### src/rtl/lsu_ctrl.sv
// Multi-cycle load/store unit: decodes loads/stores, aligns store data onto a
// valid/ready memory bus and extracts/extends load data from the response word.
module lsu_ctrl #(
  parameter int ADDR_WIDTH  = 32,
  parameter int DATA_WIDTH  = 32,
  parameter int TIMEOUT_CYC = 255
) (
  input  logic                       clk,
  input  logic                       rst,
  input  logic                       in_valid,
  output logic                       in_ready,
  input  logic [31:0]                in_inst,
  input  logic [ADDR_WIDTH-1:0]      in_addr,
  input  logic [DATA_WIDTH-1:0]      in_wdata,
  output logic                       out_valid,
  input  logic                       out_ready,
  output logic [DATA_WIDTH-1:0]      out_rdata,
  output logic                       out_err,
  output logic                       bus_req_valid,
  input  logic                       bus_req_ready,
  output logic                       bus_req_we,
  output logic [ADDR_WIDTH-1:0]      bus_req_addr,
  output logic [DATA_WIDTH-1:0]      bus_req_wdata,
  output logic [DATA_WIDTH/8-1:0]    bus_req_strb,
  input  logic                       bus_rsp_valid,
  output logic                       bus_rsp_ready,
  input  logic [DATA_WIDTH-1:0]      bus_rsp_data,
  input  logic                       bus_rsp_err
);
  localparam int STRB_W = DATA_WIDTH / 8;
  localparam int OFF_W  = $clog2(STRB_W);
  localparam int CNT_W  = $clog2(TIMEOUT_CYC + 2);
  localparam bit TO_EN  = (TIMEOUT_CYC != 0);
  localparam logic [CNT_W-1:0] CNT_LAST = CNT_W'((TIMEOUT_CYC > 0) ? TIMEOUT_CYC - 1 : 0);

  localparam logic [1:0] S_IDLE = 2'd0;
  localparam logic [1:0] S_REQ  = 2'd1;
  localparam logic [1:0] S_WAIT = 2'd2;
  localparam logic [1:0] S_DONE = 2'd3;

  localparam logic [6:0] OPC_LOAD  = 7'b0000011;
  localparam logic [6:0] OPC_STORE = 7'b0100011;

  // Shift the addressed lane down, then sign- or zero-extend per funct3.
  function automatic logic [DATA_WIDTH-1:0] load_extend(
    input logic [DATA_WIDTH-1:0] word,
    input logic [OFF_W-1:0]      off,
    input logic [2:0]            f3
  );
    logic [DATA_WIDTH-1:0] w;
    logic signed [7:0]     b;
    logic signed [15:0]    h;
    w = word >> {off, 3'b000};
    b = w[7:0];
    h = w[15:0];
    case (f3)
      3'b000:  return DATA_WIDTH'(b);
      3'b001:  return DATA_WIDTH'(h);
      3'b100:  return DATA_WIDTH'(w[7:0]);
      3'b101:  return DATA_WIDTH'(w[15:0]);
      default: return DATA_WIDTH'(w[31:0]);
    endcase
  endfunction

  function automatic logic [DATA_WIDTH-1:0] store_align(
    input logic [DATA_WIDTH-1:0] data,
    input logic [OFF_W-1:0]      off,
    input logic [1:0]            size
  );
    logic [DATA_WIDTH-1:0] m;
    case (size)
      2'd0:    m = DATA_WIDTH'(data[7:0]);
      2'd1:    m = DATA_WIDTH'(data[15:0]);
      default: m = DATA_WIDTH'(data[31:0]);
    endcase
    return m << {off, 3'b000};
  endfunction

  function automatic logic [STRB_W-1:0] store_strb(
    input logic [OFF_W-1:0] off,
    input logic [1:0]       size
  );
    logic [STRB_W-1:0] base;
    case (size)
      2'd0:    base = STRB_W'(4'h1);
      2'd1:    base = STRB_W'(4'h3);
      default: base = STRB_W'(4'hF);
    endcase
    return base << off;
  endfunction

  logic [1:0]             state_q, state_d;
  logic [CNT_W-1:0]       cnt_q, cnt_d;
  logic                   err_q, err_d;
  logic [DATA_WIDTH-1:0]  rdata_q, rdata_d;
  logic [ADDR_WIDTH-1:0]  req_addr_q;
  logic [DATA_WIDTH-1:0]  req_wdata_q;
  logic [STRB_W-1:0]      req_strb_q;
  logic                   req_we_q;
  logic [2:0]             f3_q;
  logic [OFF_W-1:0]       off_q;

  logic [6:0]       opc;
  logic [2:0]       f3;
  logic [OFF_W-1:0] off;
  logic             is_load, is_store, legal, misal, accept;
  logic             unused_inst;

  assign opc         = in_inst[6:0];
  assign f3          = in_inst[14:12];
  assign off         = in_addr[OFF_W-1:0];
  assign accept      = (state_q == S_IDLE) && in_valid;
  assign unused_inst = ^{in_inst[31:15], in_inst[11:7]};

  always_comb begin
    is_load  = (opc == OPC_LOAD);
    is_store = (opc == OPC_STORE);
    legal    = 1'b0;
    if (is_load) begin
      case (f3)
        3'b000, 3'b001, 3'b010, 3'b100, 3'b101: legal = 1'b1;
        default:                                legal = 1'b0;
      endcase
    end else if (is_store) begin
      case (f3)
        3'b000, 3'b001, 3'b010: legal = 1'b1;
        default:                legal = 1'b0;
      endcase
    end
    misal = ((f3[1:0] == 2'd1) && off[0]) ||
            ((f3[1:0] == 2'd2) && (off[1:0] != 2'b00));
  end

  always_comb begin
    state_d = state_q;
    cnt_d   = cnt_q;
    err_d   = err_q;
    rdata_d = rdata_q;
    case (state_q)
      S_IDLE: begin
        if (in_valid) begin
          cnt_d = '0;
          if (!legal || misal) begin
            state_d = S_DONE;
            err_d   = 1'b1;
            rdata_d = '0;
          end else begin
            state_d = S_REQ;
          end
        end
      end
      S_REQ: begin
        if (bus_req_ready) begin
          state_d = S_WAIT;
          cnt_d   = '0;
        end
      end
      S_WAIT: begin
        // A response arriving on the last allowed cycle wins over the timeout.
        if (bus_rsp_valid) begin
          state_d = S_DONE;
          err_d   = bus_rsp_err;
          rdata_d = (bus_rsp_err || req_we_q) ? '0 : load_extend(bus_rsp_data, off_q, f3_q);
        end else if (TO_EN && (cnt_q == CNT_LAST)) begin
          state_d = S_DONE;
          err_d   = 1'b1;
          rdata_d = '0;
        end else begin
          cnt_d = cnt_q + CNT_W'(1);
        end
      end
      S_DONE: begin
        if (out_ready) state_d = S_IDLE;
      end
      default: state_d = S_IDLE;
    endcase
  end

  always_ff @(posedge clk) begin
    if (rst) begin
      state_q <= S_IDLE;
      cnt_q   <= '0;
    end else begin
      state_q <= state_d;
      cnt_q   <= cnt_d;
    end
  end

  // Datapath registers carry no reset; outputs are qualified by state instead.
  always_ff @(posedge clk) begin
    err_q   <= err_d;
    rdata_q <= rdata_d;
    if (accept) begin
      req_addr_q  <= {in_addr[ADDR_WIDTH-1:OFF_W], {OFF_W{1'b0}}};
      req_wdata_q <= store_align(in_wdata, off, f3[1:0]);
      req_strb_q  <= is_store ? store_strb(off, f3[1:0]) : '0;
      req_we_q    <= is_store;
      f3_q        <= f3;
      off_q       <= off;
    end
  end

  assign in_ready      = (state_q == S_IDLE);
  assign bus_req_valid = (state_q == S_REQ);
  assign bus_rsp_ready = (state_q == S_WAIT);
  assign out_valid     = (state_q == S_DONE);
  assign out_err       = out_valid & err_q;
  assign out_rdata     = out_valid ? rdata_q : '0;
  assign bus_req_we    = req_we_q;
  assign bus_req_addr  = req_addr_q;
  assign bus_req_wdata = req_wdata_q;
  assign bus_req_strb  = req_strb_q;

endmodule

### config.mk
export PLATFORM = sky130hd
export DESIGN_NAME = lsu_ctrl
export DESIGN_NICKNAME = d
export VERILOG_FILES = /design/src/rtl/lsu_ctrl.sv
export SDC_FILE = /design/constraint.sdc
export NUM_CORES = 1
export LEC_CHECK = 0
export ABC_CLOCK_PERIOD_IN_PS = 11320
export CORE_AREA = 2 2 138 174
export DETAILED_ROUTE_END_ITERATION = 6
export DIE_AREA = 0 0 140 176
export GPL_TIMING_DRIVEN = 0
export PLACE_DENSITY = 0.61
export SYNTH_ARGS = -nofsm -noshare
export SYNTH_HDL_FRONTEND = slang
export SYNTH_SLANG_ARGS = --single-unit
### constraint.sdc
create_clock -name clk -period 11.32 [get_ports clk]
set_input_delay 1.698 -clock clk [delete_from_list [all_inputs] [get_ports clk]]
set_output_delay 1.698 -clock clk [all_outputs]
set_load 0.02 [all_outputs]
==> metrics list, run 1 <==
* Critical path fanouts, max: 10
* CTS tree: built
- Number of buffers on the longest clock path: 2
- The post-route netlist has roughly 9.1% of its cells at a drive strength greater than 1.
* Crit path required time: approximately 9.6 ns
- RD Place Congestion: 0.848
- Buffers inserted to repair hold after CTS numbered 0.
- The analysis attributes to cell leakage a power of between 2 and 3 nW.
* Count of input and output buffers: between 200 and 250
* Vias in the first global route: about 4700
- Area of the die: about 0.025 mm2
* Share of the cycle needed by the critical path after routing: a little under two fifths
- Setup violations remaining at the end of the flow were counted as 0.
* Setup WS post-layout: approximately 7 ns
- Sort of element at the start of the critical path: register
- The tightest min-delay check is of the reg -> reg type.
- The layout has between 2000 and 2500 filler cells.
* CTS Root Buffer Type: clkbuf_16
- Count of inserted antenna diode cells: 0
- Final critical path time including I/O delays and setup: approximately 4.2 ns
- Number of remaining DRC errors: 16
- Number of search-and-repair iterations in the first detailed-routing pass: 7
- Launch instance of the worst register-to-register path: cnt_q[1]
* Flip-flop and latch count after synthesis: 116
- Hold Slack: ~0.48 ns
- Headroom to the max-slew limit came out at a little over a third.
* Post-DP HPWL: ~13000 um
- The synthesized design contains between 100 and 150 enable-type register cells.
- In the routed layout, each cell is associated on average with a via count of between 4 and 5.
- Count of pins on the block boundary: about 240
- Yosys mapped the design onto 46 distinct sky130hd cell types.
- In the synthesized netlist the dominant register cell turns out to be edfxtp_1.
- Based on the critical path, the design can be clocked at up to roughly 0.24 GHz.
- Number of antenna violations at the first check in global routing: 4
* Std cell rows: slightly above 60
* Worst setup slack after placement: 6.78 ns
- Resized cells post-CTS: 0
* Post-place instance area: between 0.008 and 0.009 mm2
- Critical Path AT: between 2 and 2.5 ns
- Placed Instances: about 990
- CTS buffer count: 17
- Clock-pin slew was measured on the worst setup and hold paths at approximately 0.06 ns.
- Initial Utilization: around 25%
- Depth of the worst register-to-register path: 6
- Total via count after detailed routing: between 4000 and 5000
- Master of the slowest instance on the critical path: clkdlybuf4s50_1
- Power, Total: approximately 1.6 mW
- Largest voltage drop on the vdd net: a little over 100 uV
* Type of the worst setup path: reg -> out
- The final hold violation count is 0.
- CTS built an H-tree with a depth of 4.
* Post-detailed-routing wire length: about 18000 um
- Max-cap violation count: 0
* Most frequent cells in the layout: clkdlybuf4s50_1 (216), edfxtp_1 (105), and2_1 (48), nand2_1 (48), o21ai_0 (43)
* Final instance area: 0.00877 mm2
- WL/cell: around 17 um
- For this run, asynchronously set or reset flops after synthesis account for 0%.
* Number of routed nets with antenna violations: 0
* Actual transition at the worst max-transition pin: between 0.9 and 1 ns
- Once layout is complete, the cells apart from fillers number a little over 1000.
- Overall global routing resource usage: approximately 14%
- During synthesis, Yosys emitted a total of 0 warnings.
- End of the critical path: out_rdata[23]
* Reg2Reg Capture Point: rdata_q[24]
* Crit. End Element: output port
- The first global-routing pass estimated between 20000 and 30000 um of wire.
* Unrepaired setup endpoints after global routing: no
* Start point of the critical path: state_q[0]
- Synth-to-layout area growth: 55.1%
- Sum of negative setup slack: 0 ns
* Clock sink total: approximately 120
- Synthesized cell area: around 0.0057 mm2
* Pin count of the biggest net entering global routing: 69
* Core Util, Final: between 30% and 40%
- Die Y: between 150 and 200 um
- After clock tree synthesis, the setup repair step added 0 buffers.
- In this design, the stage delay of the slowest critical-path cell is ~0.63 ns.
- Status: complete, but fails checks
- Insertion delay of the later-clocked pin in the worst-skew pair: 0.42 ns
- Sequential element share of the synthesized area: 59.7%
- Measured along the x axis, the die boundary spans ~140 um.
- The count of pins over their slew limit came to 0.
- At the end of the flow, the number of nets in the layout was about 870.
* Congestion Overflow GR: 0
- Per-instance average area after synthesis: roughly 12 um2
- Counting every instance in the synthesized netlist gives ~490.
- Starting DRC count in detailed routing: roughly 260
- Between clock sinks in the finished design, the worst skew comes to 0.00889 ns.
* Failing checks: design-rule violations
- For flop-to-flop paths, the worst setup slack is 8.89 ns.
- Startpoint of the tightest hold check path: cnt_q[8]
- For this design the ratio of total power to cell area is 187 mW/mm2.
- In this run the standard cell core region covers 0.0229 mm2.
* Cell breakdown of the critical path: ha_1 -> clkbuf_1 -> and2_1 -> clkdlybuf4s50_1
* Most common library cell in the layout ignoring fill and taps: clkdlybuf4s50_1
## layer usage
layer | up-vias | routed length (um) | track usage [%]
met5 | - | 35 | 0
met4 | 4 | 380 | 5.68
met3 | 27 | 1860 | 6.56
met2 | 223 | 8410 | 23.8
met1 | 2141 | 7010 | 16.6
li1 | 2266 | - | -
## synth_stat cells, types with 3 or more instances
master,number,area [um2]
a211oi_1,14,105
buf_1,7,26.3
nor2b_1,21,131
a21oi_1,22,110
a32oi_1,8,70.1
and2_1,49,307
buf_2,3,15.0
nand2_1,48,180
dfxtp_1,11,220
o21ai_0,43,215
edfxtp_1,105,3150
mux2i_1,21,210
or2_2,3,18.8
clkbuf_1,21,78.8
or3_1,4,25.0
nand2b_1,10,62.6
nor3_1,5,25.0
mux2_2,9,101
nand4_1,6,37.5
nand3_1,6,30.0
nor2_1,13,48.8
ha_1,6,75.1
a21oi_2,10,87.6
o31ai_1,3,22.5
inv_1,9,33.8
## state kept, by name, indices dropped and copies added (netlist names), 2 cells and up
name	count
cnt_q	9
off_q	2
f3_q	3
state_q	2
rdata_q	32
bus_req_wdata	32
bus_req_addr	30
bus_req_strb	4
## cells by family after synthesis
kind of cell	after synthesis	synth area share, %
AND/OR/NAND/NOR	174	16.6
flip-flops	116	59.7
AO/OA/AOI/OAI	114	13.0
buffers and inverters	45	3.74
multiplexers	30	5.51
adder cells (fa/ha/maj)	6	1.33
other	1	0.0664
## report_power, final
| part | internal, mW | switching, mW |
|---|---|---|
| sequential | 0.596 | 0.0294 |
| combinational | 0.222 | 0.302 |
| clock | 0.281 | 0.212 |
| total | 1.10 | 0.543 |
## critical path: cells and delay by family, from the launching register on
kind                       cells  cell delay, ns
adders and majority gates      1            0.51
buffers and inverters          2            0.98
DFF                            1            0.38
and+or+nand+nor                1            0.18
## worst min-delay path by stage
| stage | cells after the start | end | slack (ns) |
|---|---|---|---|
| after global routing | 2 | cnt_q[7] | 0.51 |
| after global placement | 2 | cnt_q[8] | 0.46 |
| after detailed placement | 2 | cnt_q[8] | 0.48 |
| final | 2 | cnt_q[8] | 0.48 |
| after floorplan | 2 | cnt_q[8] | 0.44 |
| after CTS | 2 | cnt_q[8] | 0.48 |
## final cells by class
| type | count | area [um2] | area share, % |
|---|---|---|---|
| inverter | 9 | 33.8 | 0.385 |
| multi-input combinational | 326 | 2080 | 23.7 |
| tap | 288 | 360 | 4.11 |
| clock buffer | 18 | 429 | 4.90 |
| timing repair buffer | 219 | 2210 | 25.2 |
| buffer | 36 | 178 | 2.03 |
| clock inverter | 14 | 103 | 1.17 |
| sequential | 116 | 3370 | 38.5 |
Note: power is estimated with default switching activity, not from simulation.
==> run 2: changes to the inputs <==
--- a/config.mk
+++ b/config.mk
@@ -5,12 +5,12 @@
 export SDC_FILE = /design/constraint.sdc
 export NUM_CORES = 1
 export LEC_CHECK = 0
-export ABC_CLOCK_PERIOD_IN_PS = 11320
+export ABC_CLOCK_PERIOD_IN_PS = 3700
 export CORE_AREA = 2 2 138 174
 export DETAILED_ROUTE_END_ITERATION = 6
 export DIE_AREA = 0 0 140 176
 export GPL_TIMING_DRIVEN = 0
-export PLACE_DENSITY = 0.61
+export PLACE_DENSITY = 0.63
 export SYNTH_ARGS = -nofsm -noshare
 export SYNTH_HDL_FRONTEND = slang
 export SYNTH_SLANG_ARGS = --single-unit
==> constraint.sdc (replaced) <==
create_clock -name clk -period 3.7 [get_ports clk]
set_input_delay 0.555 -clock clk [delete_from_list [all_inputs] [get_ports clk]]
set_output_delay 0.555 -clock clk [all_outputs]
set_load 0.02 [all_outputs]
==> metrics list, run 2 (synthesis results as in run 1) <==
* Status: complete, but fails checks (unchanged)
- Failing checks: design-rule violations (unchanged)
- Final max-slew violation count: 0 (unchanged)
- The fraction of power consumed by combinational cells came to 31.2% (was 31.9%).
- The number of CTS-inserted buffers came to 17 (unchanged).
- The count of max-cap constraint violations is 0 (unchanged).
- Worst setup slack after placement: 0.388 ns (was 6.78 ns)
- Maximum cell stage delay along the critical path: 0.61 ns (was 0.63 ns)
- Number of antenna violations at the first check in global routing: 1 (was 4)
* Post-detailed-routing wire length: 17400 um (was 17700 um)
- Starting DRC count in detailed routing: 199 (was 264)
* Hold Slack: 0.465 ns (was 0.475 ns)
* Insertion delay of the later-clocked pin in the worst-skew pair: 0.41 ns (was 0.42 ns)
- The count of inserted antenna diode cells is 0 (unchanged).
- The total power of the final layout was 5.11 mW (was 1.64 mW).
* Master of the slowest instance on the critical path: clkdlybuf4s50_1 (unchanged)
- The power per cell area was 581 mW/mm2 (was 187 mW/mm2).
- The number of fill cells in the layout is 2273 (was 2240).
* Number of routed nets with antenna violations: 0 (unchanged)
- The clock share of power is 31.4% (was 30.0%).
- Number of remaining DRC errors: 16 (unchanged)
- Count of input and output buffers: 216 (unchanged)
* Core Util, Final: 38.5% (was 38.3%)
- Of the available clock period, the critical path in the final layout requires roughly four fifths.
- Switching Fraction: 31.6% (was 33.1%)
- Proportion of layout cells with a drive suffix above 1: 8.68% (was 9.08%)
- The number of nets in the layout is 865 (was 866).
* Number of hold violations in the final report: 0 (unchanged)
- FF-to-FF setup slack: 1.23 ns (was 8.89 ns)
- Final count of negative-setup-slack endpoints: 0 (unchanged)
- Actual transition at the worst max-transition pin: 0.723 ns (was 0.953 ns)
- The end point of the worst hold path is cnt_q[8] (unchanged).
* Unrepaired setup endpoints after global routing: no (unchanged)
* Leak Pwr: 3.01 nW (was 2.99 nW)
- Congestion Overflow GR: 0 (unchanged)
- The global routing usage on met1 is 15.9% (was 16.6%).
* First-pass GRT wire length: 26400 um (was 27000 um)
* Net Switching: 1.62 mW (was 543 uW)
- The global-route usage over all layers came to 14.2% (was 14.5%).
* Clock transition at path regs: 0.06 ns (about the same)
- The mean number of vias per cell came to 4.54 (about the same).
* Depth of the worst register-to-register path: 6 (unchanged)
- Crit. End Element: output port (unchanged)
- The number of buffers on the longest clock path came to 2 (unchanged).
* Critical path fanouts, max: 10 (unchanged)
* Crit path required time: 3.14 ns (was 9.62 ns)
- Sort of element at the start of the critical path: register (unchanged)
* Largest voltage drop on the vdd net: 322 uV (was 103 uV)
* Cell breakdown of the critical path: ha_1 -> clkbuf_1 -> and2_1 -> clkdlybuf4s50_1 (unchanged)
- Die Y: 176 um (unchanged)
- Initial Utilization: 24.7% (unchanged)
- Type of the worst setup path: reg -> out (unchanged)
- The core outline area was 0.0229 mm2 (unchanged).
- The total of cells resized after clock tree synthesis is 0 (unchanged).
- Counting I/O delays and the setup requirement, the final critical path takes between 2 and 3 ns.
* RD Place Congestion: 0.859 (was 0.848)
* Relative slew margins: 51.7% (was 36.1%)
- Most frequent cells in the layout: clkdlybuf4s50_1 (216), edfxtp_1 (105), and2_1 (48), nand2_1 (48), o21ai_0 (43) (unchanged).
- The post-CTS setup repair buffer count is 0 (unchanged).
- The clock tree from TritonCTS was built (unchanged).
- Die span in x: 140 um (unchanged)
* Reg2Reg Capture Point: rdata_q[24] (unchanged)
- The worst reg2reg path startpoint is state_q[1] (was cnt_q[1]).
- Count of pins on the block boundary: 241 (unchanged)
* Setup WS post-layout: 0.725 ns (was 7.15 ns)
- The per-cell routed wire length was 17.0 um (was 17.3 um).
* Internal Power: 3.50 mW (was 1.10 mW)
- The hold-critical path depth came to 2 (unchanged).
- Startpoint of the tightest hold check path: cnt_q[8] (unchanged)
* Critical Path AT: 2.42 ns (was 2.47 ns)
* Synth-to-layout area growth: 55.8% (was 55.1%)
- Pin count of the biggest net entering global routing: 49 (was 69)
- The number of buffers inserted for hold repair after clock tree synthesis was 0 (unchanged).
- The number of core rows was 62 (unchanged).
- The number of H-tree levels came to 4 (unchanged).
- The number of global-route vias before repair was 4744 (was 4739).
* Worst hold path class: reg -> reg (unchanged)
* Total via count after detailed routing: 4650 (was 4661)
* Area of the die: 0.0246 mm2 (unchanged)
- The final HPWL from detailed placement came to 13100 um (was 13300 um).
- The most congested layer reported by global routing is met2 (unchanged).
* CTS Root Buffer Type: clkbuf_16 (unchanged)
* Sequential share of power: 37.5% (was 38.1%)
- The worst-case clock skew was 0.0107 ns (was 0.00889 ns).
- The number of iterations in the first detailed-routing pass came to 7 (unchanged).
* Highest clock frequency the design can meet: approximately 0.34 GHz
- The met3 layer usage reported by global route came to 5.94% (was 6.56%).
* Clock sink total: 116 (unchanged)
- Most common library cell in the layout ignoring fill and taps: clkdlybuf4s50_1 (unchanged)
* Met2 demand-to-capacity share in global routing: 24.3% (was 23.8%)
run 2: critical path: cells and delay by family (launching register included):
family / cells / cell delay, ns
buffers and inverters: 2 / 0.96
adder cells (fa/ha/maj): 1 / 0.46
flip-flops: 1 / 0.39
AND/OR/NAND/NOR: 1 / 0.20
run 2: worst max path at each step:
| stage | slack, ns | cells past startpoint | to | start |
|---|---|---|---|---|
| 2_1_floorplan | 0.06 | 5 | err_q | state_q[1] |
| 3_3_place_gp | -1.30 | 4 | rdata_q[28] | in_valid |
| 3_5_place_dp | 0.39 | 7 | rdata_q[27] | in_inst[12] |
| 4_1_cts | 0.60 | 4 | out_rdata[25] | state_q[0] |
| 5_1_grt | 0.55 | 4 | out_rdata[25] | state_q[0] |
| 6_report | 0.73 | 4 | out_rdata[25] | state_q[0] |
run 2: area by class of cell:
| class | count | area, um2 | share of cell area [%] |
|---|---|---|---|
| clock inverters | 11 | 128 | 1.45 |
| flip-flops and latches | 116 | 3370 | 38.3 |
| repair buffers | 218 | 2200 | 25.0 |
| clock buffers | 21 | 440 | 5.00 |
| plain buffers | 36 | 178 | 2.02 |
| well taps | 288 | 360 | 4.09 |
| inverters | 9 | 33.8 | 0.384 |
| multi-input cells | 326 | 2080 | 23.7 |
run 2: through the flow:
step	cell area (um2)	setup TNS [ns]	cells
floorplan	5660	0	487
global placement	8180	-42.73	991
detailed placement	8230	0	993
CTS	8800	0	1025
global route	8800	0	1025
finish	8800	0	1025
run 2: power by group through the flow:
| stage | registers [mW] | clock network (mW) | logic (mW) |
|---|---|---|---|
| detailed placement | 1.94 | 0 | 1.61 |
| CTS | 1.92 | 1.64 | 1.62 |
| finish | 1.92 | 1.60 | 1.59 |
| global placement | 1.96 | 0 | 1.56 |
| floorplan | 2.12 | 0 | 0.643 |
| global route | 1.95 | 1.70 | 1.72 |
run 2: routing by layer:
layer / vias to the layer above / part of all wire (%)
li1: 2268 / -
met1: 2161 / 40
met2: 200 / 49
met3: 19 / 9.3
met4: 2 / 1.5
met5: - / 0.075
